`src/rtl/div_unit.sv`:
```
// ============================================================================
//  Module      : div_unit
//  Description : Multicycle restoring radix-2 divider, one quotient bit per
//                clock. Serves the DIV instruction; the result is presented
//                on lo (quotient) and hi (remainder).
//  Build option: DIV_SIGNED_EN -- when defined, two's-complement semantics:
//                the quotient truncates toward zero and the remainder takes
//                the dividend's sign. When undefined, the operands are
//                unsigned. Latency is the same in both builds.
//  Ports       : clk        - clock, rising edge
//                reset      - synchronous active-high reset
//                divControl - 01 start, 10 abort, 00/11 no-op
//                dividend   - A operand, sampled on the start cycle only
//                divisor    - B operand, sampled on the start cycle only
//                lo / hi    - quotient / remainder, held until the next done
//                busy       - division in progress (LOAD and RUN)
//                done       - one-cycle pulse, lo/hi valid
//                div0       - one-cycle pulse, divisor was zero
//  Revision    : 1.0 - initial release
// ============================================================================
`default_nettype none

module div_unit #(
    parameter int WIDTH = 32
) (
    input  logic             clk,
    input  logic             reset,
    input  logic [1:0]       divControl,
    input  logic [WIDTH-1:0] dividend,
    input  logic [WIDTH-1:0] divisor,
    output logic [WIDTH-1:0] lo,
    output logic [WIDTH-1:0] hi,
    output logic             busy,
    output logic             done,
    output logic             div0
);

    localparam int CW = (WIDTH > 1) ? $clog2(WIDTH) : 1;

    localparam logic [2:0] C_IDLE = 3'd0;
    localparam logic [2:0] C_ZERO = 3'd1;
    localparam logic [2:0] C_LOAD = 3'd2;
    localparam logic [2:0] C_RUN  = 3'd3;
    localparam logic [2:0] C_FIX  = 3'd4;

    localparam logic [1:0] C_START = 2'b01;
    localparam logic [1:0] C_ABORT = 2'b10;

    logic [2:0]       r_state;
    logic [2:0]       w_next;
    logic [CW-1:0]    r_cnt;
    logic [WIDTH-1:0] r_a;
    logic [WIDTH-1:0] r_b;
    logic [WIDTH-1:0] r_q;
    logic [WIDTH-1:0] r_rem;
    logic [WIDTH-1:0] r_dvs;
    logic [WIDTH-1:0] r_lo;
    logic [WIDTH-1:0] r_hi;
    logic             r_neg_q;
    logic             r_neg_r;

    logic [WIDTH:0]   w_shift;
    logic [WIDTH:0]   w_diff;
    logic [WIDTH-1:0] w_q_step;
    logic [WIDTH-1:0] w_rem_step;
    logic [WIDTH-1:0] w_lo_fix;
    logic [WIDTH-1:0] w_hi_fix;
    logic [WIDTH-1:0] w_mag_a;
    logic [WIDTH-1:0] w_mag_b;
    logic             w_neg_a;
    logic             w_neg_b;

    // ------------------------------------------------------------------
    // State register
    // ------------------------------------------------------------------
    always_ff @(posedge clk) begin
        if (reset) begin
            r_state <= C_IDLE;
        end else begin
            r_state <= w_next;
        end
    end

    // ------------------------------------------------------------------
    // Next-state logic
    // ------------------------------------------------------------------
    always_comb begin
        w_next = r_state;
        case (r_state)
            C_IDLE: begin
                if (divControl == C_START) begin
                    w_next = (divisor == '0) ? C_ZERO : C_LOAD;
                end
            end
            C_ZERO:  w_next = C_IDLE;
            C_LOAD:  w_next = (divControl == C_ABORT) ? C_IDLE : C_RUN;
            C_RUN: begin
                if (divControl == C_ABORT) begin
                    w_next = C_IDLE;
                end else if (r_cnt == '0) begin
                    w_next = C_FIX;
                end
            end
            C_FIX:   w_next = C_IDLE;
            default: w_next = C_IDLE;
        endcase
    end

    // ------------------------------------------------------------------
    // Outputs decoded from state
    // ------------------------------------------------------------------
    always_comb begin
        busy = 1'b0;
        done = 1'b0;
        div0 = 1'b0;
        case (r_state)
            C_LOAD:  busy = 1'b1;
            C_RUN:   busy = 1'b1;
            C_FIX:   done = 1'b1;
            C_ZERO:  div0 = 1'b1;
            default: ;
        endcase
    end

    // ------------------------------------------------------------------
    // Restoring step. The shifted remainder keeps one extra bit so that
    // divisors with the MSB set still compare correctly in unsigned mode.
    // ------------------------------------------------------------------
    assign w_shift    = {r_rem, r_q[WIDTH-1]};
    assign w_diff     = w_shift - {1'b0, r_dvs};
    assign w_q_step   = {r_q[WIDTH-2:0], ~w_diff[WIDTH]};
    assign w_rem_step = w_diff[WIDTH] ? w_shift[WIDTH-1:0] : w_diff[WIDTH-1:0];

`ifdef DIV_SIGNED_EN
    assign w_neg_a = r_a[WIDTH-1];
    assign w_neg_b = r_b[WIDTH-1];
    assign w_mag_a = w_neg_a ? -r_a : r_a;
    assign w_mag_b = w_neg_b ? -r_b : r_b;
`else
    assign w_neg_a = 1'b0;
    assign w_neg_b = 1'b0;
    assign w_mag_a = r_a;
    assign w_mag_b = r_b;
`endif

    // With the sign flags forced to zero in the unsigned build this
    // correction collapses to a pass-through.
    assign w_lo_fix = r_neg_q ? -w_q_step   : w_q_step;
    assign w_hi_fix = r_neg_r ? -w_rem_step : w_rem_step;

    // ------------------------------------------------------------------
    // Datapath. lo/hi load on the last RUN edge so they are already valid
    // during the FIX cycle in which done is raised.
    // ------------------------------------------------------------------
    always_ff @(posedge clk) begin
        if (reset) begin
            r_a     <= '0;
            r_b     <= '0;
            r_q     <= '0;
            r_rem   <= '0;
            r_dvs   <= '0;
            r_cnt   <= '0;
            r_lo    <= '0;
            r_hi    <= '0;
            r_neg_q <= 1'b0;
            r_neg_r <= 1'b0;
        end else begin
            case (r_state)
                C_IDLE: begin
                    if (divControl == C_START) begin
                        r_a <= dividend;
                        r_b <= divisor;
                    end
                end
                C_LOAD: begin
                    r_q     <= w_mag_a;
                    r_dvs   <= w_mag_b;
                    r_rem   <= '0;
                    r_cnt   <= CW'(WIDTH - 1);
                    r_neg_q <= w_neg_a ^ w_neg_b;
                    r_neg_r <= w_neg_a;
                end
                C_RUN: begin
                    r_q   <= w_q_step;
                    r_rem <= w_rem_step;
                    r_cnt <= r_cnt - 1'b1;
                    if ((r_cnt == '0) && (divControl != C_ABORT)) begin
                        r_lo <= w_lo_fix;
                        r_hi <= w_hi_fix;
                    end
                end
                default: ;
            endcase
        end
    end

    assign lo = r_lo;
    assign hi = r_hi;

endmodule

`default_nettype wire

```
`config.mk`:
```
export PLATFORM = sky130hd
export DESIGN_NAME = div_unit
export DESIGN_NICKNAME = d
export VERILOG_FILES = /design/src/rtl/div_unit.sv
export SDC_FILE = /design/constraint.sdc
export NUM_CORES = 1
export LEC_CHECK = 0
export CORE_AREA = 2 2 136 138
export CTS_CLUSTER_DIAMETER = 40
export DETAILED_ROUTE_END_ITERATION = 7
export DIE_AREA = 0 0 138 140
export GPL_TIMING_DRIVEN = 0
export PLACE_DENSITY_LB_ADDON = 0.15
export RECOVER_POWER = 100
export SLEW_MARGIN = 15
export SYNTH_ARGS = -nofsm -noshare
export SYNTH_HDL_FRONTEND = slang
export SYNTH_SLANG_ARGS = --single-unit
```
`constraint.sdc`:
```
create_clock -name clk -period 7.25 [get_ports clk]
set_clock_uncertainty 0.2 [all_clocks]
set_input_delay 0.725 -clock clk [delete_from_list [all_inputs] [get_ports clk]]
set_output_delay 0.725 -clock clk [all_outputs]
set_load 0.01 [all_outputs]
```
# [Word level (Yosys, flattened, before mapping)]
# Cells that the tools add are included.
# Widths: inputs -> output; s select.
[word_totals] regBits=232 inputBits=68 out_inout_bits=67 elab_cells=43
[classes] n_addsub=2 eq_ne=9 muxes=13 bitwise=1 n_reduce_logical=9
[ops] cell="$pmux 32 s2" count=2
[ops] cell="$sub 33x32->33" count=1
[ops] cell="$logic_not 32->1" count=1
[ops] cell="$mux 32" count=1
[ops] cell="$pmux 5 s2" count=1
[ops] cell="$mux 3" count=3
[ops] cell="$pmux 3 s3" count=1
[ops] cell="$eq 3x2->1 const B" count=2
[ops] cell="$reduce_and 2->1" count=3
[ops] cell="$logic_not 5->1" count=1
[ops] cell="$sub 5x1->5 const B" count=1
[ops] cell="$mux 2" count=2
[ops] cell="$ne 2x2->1 const B" count=2
[ops] cell="$eq 3x1->1 const B" count=1
[ops] cell="$eq 3x3->1 const B" count=1
[ops] cell="$logic_not 3->1" count=1
[ops] cell="$mux 1" count=3
[ops] cell="$ne 3x3->1 const B" count=1
[ops] cell="$eq 2x1->1 const B" count=1
[ops] cell="$eq 2x2->1 const B" count=1
[ops] cell="$reduce_bool 2->1" count=1
[ops] cell="$reduce_or 2->1" count=1
[ops] cell="$logic_and 1x1->1" count=1
[ops] cell="$not 1->1" count=1

# [Logic depth before layout (Yosys ltp)]
# Gate-level depths: netlist of the first run.
[depth] depth_word=4 ltp_mapped=14 depth_no_buf=12

# [Worst setup path after synthesis of the first run]
# Ideal clock, no wire load.
[synth_path] kind="register to register" start="register r_q[31]" end="register r_hi[31] (netlist: hi[31])" setup_ps=79 arrival_ps=2996 required_time_ps=6971 path_slack_ps=3975 path_stages_with_launch=14 path_buffers=1 period_less_slack_ps=3275 cell_sequence="dfxtp_1 > inv_1 > ha_1 > fa_1 > nand2b_1 > a21oi_1 > o22a_1 > a211oi_2 > o21ai_1 > a211oi_2 > or3_1 > buf_2 > o31a_1 > a211oi_2"
[synth_via] elab_chain_len=2
[synth_lines] item="from (decl)" line_no="54" rtl="logic [WIDTH-1:0] r_q;"
[synth_lines] item="from (signal assigned)" line_no="176" rtl="r_q <= w_mag_a;"
[synth_lines] item="from (signal assigned)" line_no="184" rtl="r_q <= w_q_step;"
[synth_lines] item="$sub 33x32->33" line_no="130" rtl="assign w_diff = w_shift - {1'b0, r_dvs};"
[synth_lines] item="$mux 32" line_no="132" rtl="assign w_rem_step = w_diff[WIDTH] ? w_shift[WIDTH-1:0] : w_diff[WIDTH-1:0];"
[synth_lines] item="to (signal assigned)" line_no="189" rtl="r_hi <= w_hi_fix;"
[synth_lines] item="to (decl)" line_no="58" rtl="logic [WIDTH-1:0] r_hi;"
# No other way between the ends.
# A chain may end at the register's enable or synchronous reset.

# [Final worst setup path of the first run]
[layout_path] start="register r_q[31]" end="register r_hi[7] (netlist: hi[7])"
# Same word-level chain as after synthesis.

==> impl_metrics.yaml, run 1 <==
global_route:
  grt.total_usage: 0.3006
  antenna_found_initial: 0
  grt-ovfl-total: 0
  grt_pass1_wl_mm: 47.70
  first_global_vias: 9469
  grt_max_degree: 16
job:
  max-cap-violations: 0
die:
  floorplan.initialDensity: 0.5932
  num_rows: 49
  die_x_um: 138
  core_area_um2: 17780
  die-area_um2: 19320
  io_pins: 135
  dieHeight_um: 140
detailed_routing:
  ant_nets: 0
  drt-total-wl_mm: 29.97
  routed_via_density: 5.699
  vias: 9944
  wl_per_cell_um: 17.18
  firstDrtPassIters: 5
  drtIter0Drc: 692
  remaining_drc_errors: 0
synthesis:
  yosysWarnings: 0
  synth_seq_cells: 232
  synthCells: 1328
  synthDistinctLibCells: 55
  syn_area_um2: 10550
  synthFlopType: "dfxtp_1"
  yosysSeqAreaShare: 0.4403
  synth_nets: 1431
  synth_edf_count: 0
  postSynthAreaPerCell_um2: 7.942
  ys_async_sr_fraction: 0
pwr:
  swShare: 0.2751
  power_density_nw_per_um2: 248.4
  switching_power_uw: 899.3
  clkPwrFrac: 0.454
  p_seq_frac: 0.410
  comb_power_share: 0.136
  cellLeakagePower_nw: 5.035
  irDropWorstVdd_mv: 0.2356
  finalPower_mw: 3.269
  p_int_mw: 2.370
critical_path:
  worstPathRequired_ps: 7510
  path_cells: "inv_1 > ha_1 > fa_1 > nand2b_1 > a21oi_1 > o22a_1 > a211oi_1 > o21ai_0 > a211oi_1 > nor3_1 > clkbuf_1 > clkbuf_1 > a31oi_1 > a211oi_1"
  rrSetupSlack_ps: 2290
  cp-end-kind: "register"
  cp_max_fo: 10
  worst_setup_path_start_kind: "register"
  critical-path-max-stage-delay_ps: 660
  worstPathArrival_ps: 5220
  path_common_cell: "a211oi_1"
  crit_path_top_delay_cell: "clkbuf_1"
  rr_worst_depth: 14
  r2r-end: "hi[7]$_SDFFE_PP0P_"
  critPathKind: "register to register"
  r2r_start: "r_q[31]$_SDFFE_PP0P_"
sta:
  tightest_slew_ps: 971.8
  whs_ps: 246.0
  rsz0062_at_grt: "no"
  fin_crit_sh: 0.6841
  finalSetupViolations: 0
  fin_crit_ps: 4960
  slew-limit-headroom: 0.3521
  clock.fmax_mhz: 201.6
  report.final.slew_viol_count: 0
  finalHoldViolations: 0
  fin_tns_setup_ps: 0
clock_network:
  clock_path_buffers: 3
  hold_buffers: 0
  cts_tree: "built"
  cts_resized: 0
  clkTransAtPathRegs_ps: 60
  post_cts_buffers: 0
  clk_latency_ps: 550
  numCtsBuffers: 31
  cts-root-buf: "clkbuf_16"
  cts.sinks: 232
  cts_max_level: 1
min_path:
  hold_path_end: "lo[0]$_SDFFE_PP0P_"
  min_from: "lo[0]$_SDFFE_PP0P_"
  worstHoldPathType: "register to register"
  min_delay_path_depth: 2
place:
  port_buffers: 133
  dpl.cell_count: 1690
  hpwl_mm: 21.57
  gp_congestion: 0.9316
run_status:
  status: "finished, final reports clean"
final_layout:
  diodes: 0
  drive_gt1_frac: 0.03892
  layout.cells.non_filler: 1745
  area_growth_pct: 24.78
  nNetsFinal: 1597
  n_fill_cell: 1464
## cell usage after synthesis, types with 2 or more instances
master | instances | area share
nand2_1 | 316 | 0.11
dfxtp_1 | 232 | 0.44
a21oi_1 | 176 | 0.084
clkbuf_1 | 76 | 0.027
nor2_1 | 76 | 0.027
mux2i_1 | 56 | 0.053
a211oi_1 | 53 | 0.038
inv_1 | 41 | 0.015
o21ai_0 | 35 | 0.017
ha_1 | 34 | 0.040
o21ai_1 | 33 | 0.016
nand3_1 | 23 | 0.011
a21o_1 | 19 | 0.014
nor3_1 | 17 | 0.0081
xnor2_1 | 17 | 0.014
nor4_1 | 12 | 0.0071
nand2b_1 | 9 | 0.0053
buf_1 | 7 | 0.0025
nand4_1 | 7 | 0.0042
a31oi_1 | 6 | 0.0036
buf_2 | 6 | 0.0028
o21a_1 | 6 | 0.0043
and3_1 | 5 | 0.0030
nor2b_1 | 5 | 0.0030
o211ai_1 | 5 | 0.0036
nor3b_1 | 4 | 0.0028
xor2_1 | 4 | 0.0033
a211oi_2 | 3 | 0.0036
a311o_1 | 3 | 0.0028
a311oi_1 | 3 | 0.0025
a32oi_1 | 3 | 0.0025
and4_1 | 3 | 0.0025
o31a_1 | 3 | 0.0025
o31ai_1 | 3 | 0.0021
or3_1 | 3 | 0.0018
a21boi_0 | 2 | 0.0014
a22o_1 | 2 | 0.0017
buf_4 | 2 | 0.0014
o21bai_1 | 2 | 0.0014
## registers in the layout, indices dropped and copies added, names as in the netlist, 5 cells and up
register  flops
hi           32
lo           32
r_a          32
r_b          32
r_dvs        32
r_q          32
r_rem        32
r_cnt         5
## per-layer routing
| layer | up-vias | track usage | share of wire |
|---|---|---|---|
| met5 | - | 0 | 0 |
| li1 | 4922 | - | - |
| met3 | 51 | 0.04342 | 0.069 |
| met4 | 0 | 0.07948 | 0.022 |
| met1 | 4624 | 0.4173 | 0.46 |
| met2 | 347 | 0.4948 | 0.45 |
## worst max-delay path: cells and delay by family (launching register included)
| kind | cells | cell delay (ps) |
|---|---|---|
| AO/OA/AOI/OAI | 7 | 1910 |
| buffers and inverters | 3 | 1290 |
| adder cells (fa/ha/maj) | 2 | 640 |
| AND/OR/NAND/NOR | 2 | 500 |
| flip-flops | 1 | 340 |
## placed cells by master (no fill, tap or decap), types with 4 or more instances in the layout
cell	n
a21o_1	19
o21a_1	6
nand2b_1	9
clkbuf_1	90
xnor2_1	17
ha_1	34
o211ai_1	5
dfxtp_1	232
clkdlybuf4s50_1	65
inv_1	41
o21ai_1	8
xor2_1	4
a21oi_1	176
inv_6	4
a211oi_1	56
dlygate4sd3_1	68
o21ai_0	60
a31oi_1	6
and3_1	5
nor2b_1	5
nand4_1	7
nor2_1	76
nand3_1	23
nor3_1	17
nand2_1	316
clkinvlp_4	6
clkinv_2	4
nor3b_1	4
mux2i_1	56
clkbuf_16	31
nor4_1	12
## cell families after synthesis
logic type      after synthesis  share of synthesized area
mux                          57                    0.05421
flops                       232                     0.4403
simple gates                484                     0.1907
compound gates              366                     0.2063
xor+xnor                     21                    0.01744
fa+ha+maj                    35                    0.04223
buf+inv                     133                    0.04875
## power groups by stage
stage / combinational (mW) / clock [mW] / sequential (mW)
2_1_floorplan: 0.301 / 0 / 1.36
3_3_place_gp: 0.441 / 0 / 1.37
3_5_place_dp: 0.446 / 0 / 1.37
4_1_cts: 0.448 / 1.49 / 1.34
5_1_grt: 0.483 / 1.55 / 1.34
6_report: 0.444 / 1.48 / 1.34
## worst max-delay path by stage
| stage | slack, ps | endpoint | from | depth (start not counted) |
|---|---|---|---|---|
| final | 2290 | hi[7]$_SDFFE_PP0P_ | r_q[31]$_SDFFE_PP0P_ | 14 |
| after global routing | 2020 | hi[7]$_SDFFE_PP0P_ | r_q[31]$_SDFFE_PP0P_ | 14 |
| after detailed placement | 3400 | hi[28]$_SDFFE_PP0P_ | r_q[31]$_SDFFE_PP0P_ | 14 |
| after CTS | 3150 | div0 | r_state[0]$_SDFFE_PP0P_ | 5 |
| after global placement | 3420 | hi[28]$_SDFFE_PP0P_ | r_q[31]$_SDFFE_PP0P_ | 14 |
| after floorplan | 3970 | hi[31]$_SDFFE_PP0P_ | r_q[31]$_SDFFE_PP0P_ | 13 |
## final cells by class
type / count / area [um^2] / area share
multi-input cells: 963 / 5374 / 0.4083
flip-flops and latches: 232 / 4644 / 0.3529
plain buffers: 91 / 344.1 / 0.02614
well taps: 229 / 286.5 / 0.02177
clock inverters: 21 / 216.5 / 0.01645
clock buffers: 34 / 807.0 / 0.06132
repair buffers: 133 / 1331 / 0.1012
inverters: 42 / 157.7 / 0.01198
## metrics by stage
| step | cell area [um^2] | utilization | setup WS, ps |
|---|---|---|---|
| finish | 13160 | 0.7403 | 2290 |
| global route | 13160 | 0.7403 | 2016 |
| CTS | 13190 | 0.7418 | 3153 |
| detailed placement | 12170 | 0.6842 | 3398 |
| global placement | 12170 | 0.6842 | 3424 |
| floorplan | 10550 | - | 3975 |
Power figures use the tool's default switching activity.
==> inputs of run 2 (changes only) <==
--- a/config.mk
+++ b/config.mk
@@ -5,10 +5,10 @@
 export SDC_FILE = /design/constraint.sdc
 export NUM_CORES = 1
 export LEC_CHECK = 0
-export CORE_AREA = 2 2 136 138
+export CORE_AREA = 2 2 141 143
 export CTS_CLUSTER_DIAMETER = 40
 export DETAILED_ROUTE_END_ITERATION = 7
-export DIE_AREA = 0 0 138 140
+export DIE_AREA = 0 0 143 145
 export GPL_TIMING_DRIVEN = 0
 export PLACE_DENSITY_LB_ADDON = 0.15
 export RECOVER_POWER = 100
==> constraint.sdc (replaced) <==
create_clock -name clk -period 5.1 [get_ports clk]
set_clock_uncertainty 0.2 [all_clocks]
set_input_delay 0.51 -clock clk [delete_from_list [all_inputs] [get_ports clk]]
set_output_delay 0.51 -clock clk [all_outputs]
set_load 0.01 [all_outputs]
==> run 2 against run 1 <==
Compared with the run above:
- flip-flop and latch count did not move
- combinational power up 43%
- hold slack gained 1.8 ps
- count of clock-buffer cells in the layout stayed put
- critical endpoint is now hi[30]$_SDFFE_PP0P_
- highest routed layer unchanged
==> impl_metrics.yaml, run 2 (synthesis results as in run 1) <==
run_status:
  status: "finished, final reports clean"
global_route:
  first_global_vias: 9389
  grt-ovfl-total: 0
  grt.total_usage: 0.2829
  antenna_found_initial: 0
  grt_max_degree: 16
  grt_pass1_wl_mm: 47.56
sta:
  report.final.slew_viol_count: 0
  setup_ws_ps: 784.8
  rsz0062_at_grt: "no"
  fin_crit_sh: 0.8461
  whs_ps: 247.8
  fin_crit_ps: 4315
  finalHoldViolations: 0
  slew-limit-headroom: 0.4523
  finalSetupViolations: 0
  clock.fmax_mhz: 231.7
  fin_tns_setup_ps: 0
  tightest_slew_ps: 821.5
place:
  hpwl_mm: 21.39
  gp_congestion: 0.9472
  port_buffers: 133
  dp_slack_ps: 1275
detailed_routing:
  routed_via_density: 5.553
  drt-total-wl_mm: 29.24
  drtIter0Drc: 702
  remaining_drc_errors: 0
  firstDrtPassIters: 5
  wl_per_cell_um: 16.43
  vias: 9884
  ant_nets: 0
clock_network:
  cts_tree: "built"
  clkTransAtPathRegs_ps: 60
  clk_latency_ps: 550
  hold_buffers: 0
  cts_max_level: 1
  numCtsBuffers: 30
  clock_path_buffers: 3
  post_cts_buffers: 0
  cts.sinks: 232
  cts-root-buf: "clkbuf_16"
  cts_resized: 0
critical_path:
  worstPathArrival_ps: 4600
  cp_max_fo: 10
  crit_path_top_delay_cell: "clkbuf_1"
  path_cells: "inv_1 > ha_1 > fa_1 > nand2b_1 > a21oi_1 > o22a_1 > a211oi_1 > o21ai_0 > a211oi_1 > nor3_1 > buf_4 > clkbuf_1 > o21ai_0 > a21oi_1"
  worstPathRequired_ps: 5380
  worst_setup_path_start_kind: "register"
  critical-path-max-stage-delay_ps: 530
  cp-end-kind: "register"
  critPathKind: "register to register"
final_layout:
  fin_util: 0.6888
  drive_gt1_frac: 0.04026
  final_common_cell: "nand2_1"
  layout_common_cells: "nand2_1 (316), dfxtp_1 (232), a21oi_1 (176)"
  area_growth_pct: 25.43
  diodes: 0
  nNetsFinal: 1596
die:
  dieHeight_um: 145
  core_area_um2: 19210
  num_rows: 51
  floorplan.initialDensity: 0.5491
  die_x_um: 143
  io_pins: 135
  die-area_um2: 20740
pwr:
  power_density_nw_per_um2: 355.8
  cellLeakagePower_nw: 5.065
  irDropWorstVdd_mv: 0.2681
  finalPower_mw: 4.707
job:
  max-cap-violations: 0
min_path:
  worstHoldPathType: "register to register"
==> run 2: changes by cell type in the layout (fill, tap and decap cells not counted) <==
cell             previous run  this run
clkbuf_1                   90        87
clkbuf_16                  31        30
o21ai_1                     8         9
clkinvlp_4                  6         3
buf_2                       2         4
buf_4                       0         2
inv_6                       4         5
clkdlybuf4s50_1            65        66
bufinv_16                   2         4
inv_8                       2         1
dlygate4sd3_1              68        67
o21ai_0                    60        59
==> run 2: cell type report <==
type | count | area (um^2)
timing repair buffer | 133 | 1331
tap | 265 | 331.6
fill | 1652 | 5977
clock inverter | 20 | 251.5
multi-input combinational | 963 | 5374
buffer | 91 | 354.1
sequential | 232 | 4644
inverter | 42 | 157.7
clock buffer | 34 | 785.8
==> run 2: report_power, final <==
group	switching, mW	leakage [nW]	internal (mW)	total [mW]
registers	0.0367	1.88	1.87	1.91
clock network	0.843	0.503	1.32	2.17
logic	0.388	2.68	0.245	0.633
total	1.27	5.07	3.44	4.71
==> run 2: worst paths after layout <==
check                                           from             endpoint  slack, ps  cells past startpoint
worst max-delay path            r_q[31]$_SDFFE_PP0P_  hi[30]$_SDFFE_PP0P_        780                     14
worst min register to register    lo[7]$_SDFFE_PP0P_   lo[7]$_SDFFE_PP0P_        250                      2
worst min-delay path              lo[7]$_SDFFE_PP0P_   lo[7]$_SDFFE_PP0P_        250                      2
worst max register to register  r_q[31]$_SDFFE_PP0P_  hi[30]$_SDFFE_PP0P_        780                     14
==> run 2: per-layer routing <==
metal | up-vias | GRT usage | wire, um
met3 | 50 | 0.03927 | 1893
met1 | 4597 | 0.4161 | 13900
met4 | 0 | 0.07079 | 660
li1 | 4921 | - | -
met5 | - | 0 | 0
met2 | 316 | 0.4371 | 12790
==> run 2: worst max-delay path, delay by kind of cell (launching register included) <==
| kind | cells | cell delay, ps |
|---|---|---|
| AO/OA/AOI/OAI | 7 | 1780 |
| buffers and inverters | 3 | 860 |
| adder cells (fa/ha/maj) | 2 | 630 |
| AND/OR/NAND/NOR | 2 | 450 |
| flip-flops | 1 | 330 |
==> run 2: stage by stage <==
step	cell area, um^2	cells
after floorplan	10550	1328
after global placement	12210	1726
after detailed placement	12210	1726
after CTS	13250	1780
after global routing	13230	1780
final	13230	1780
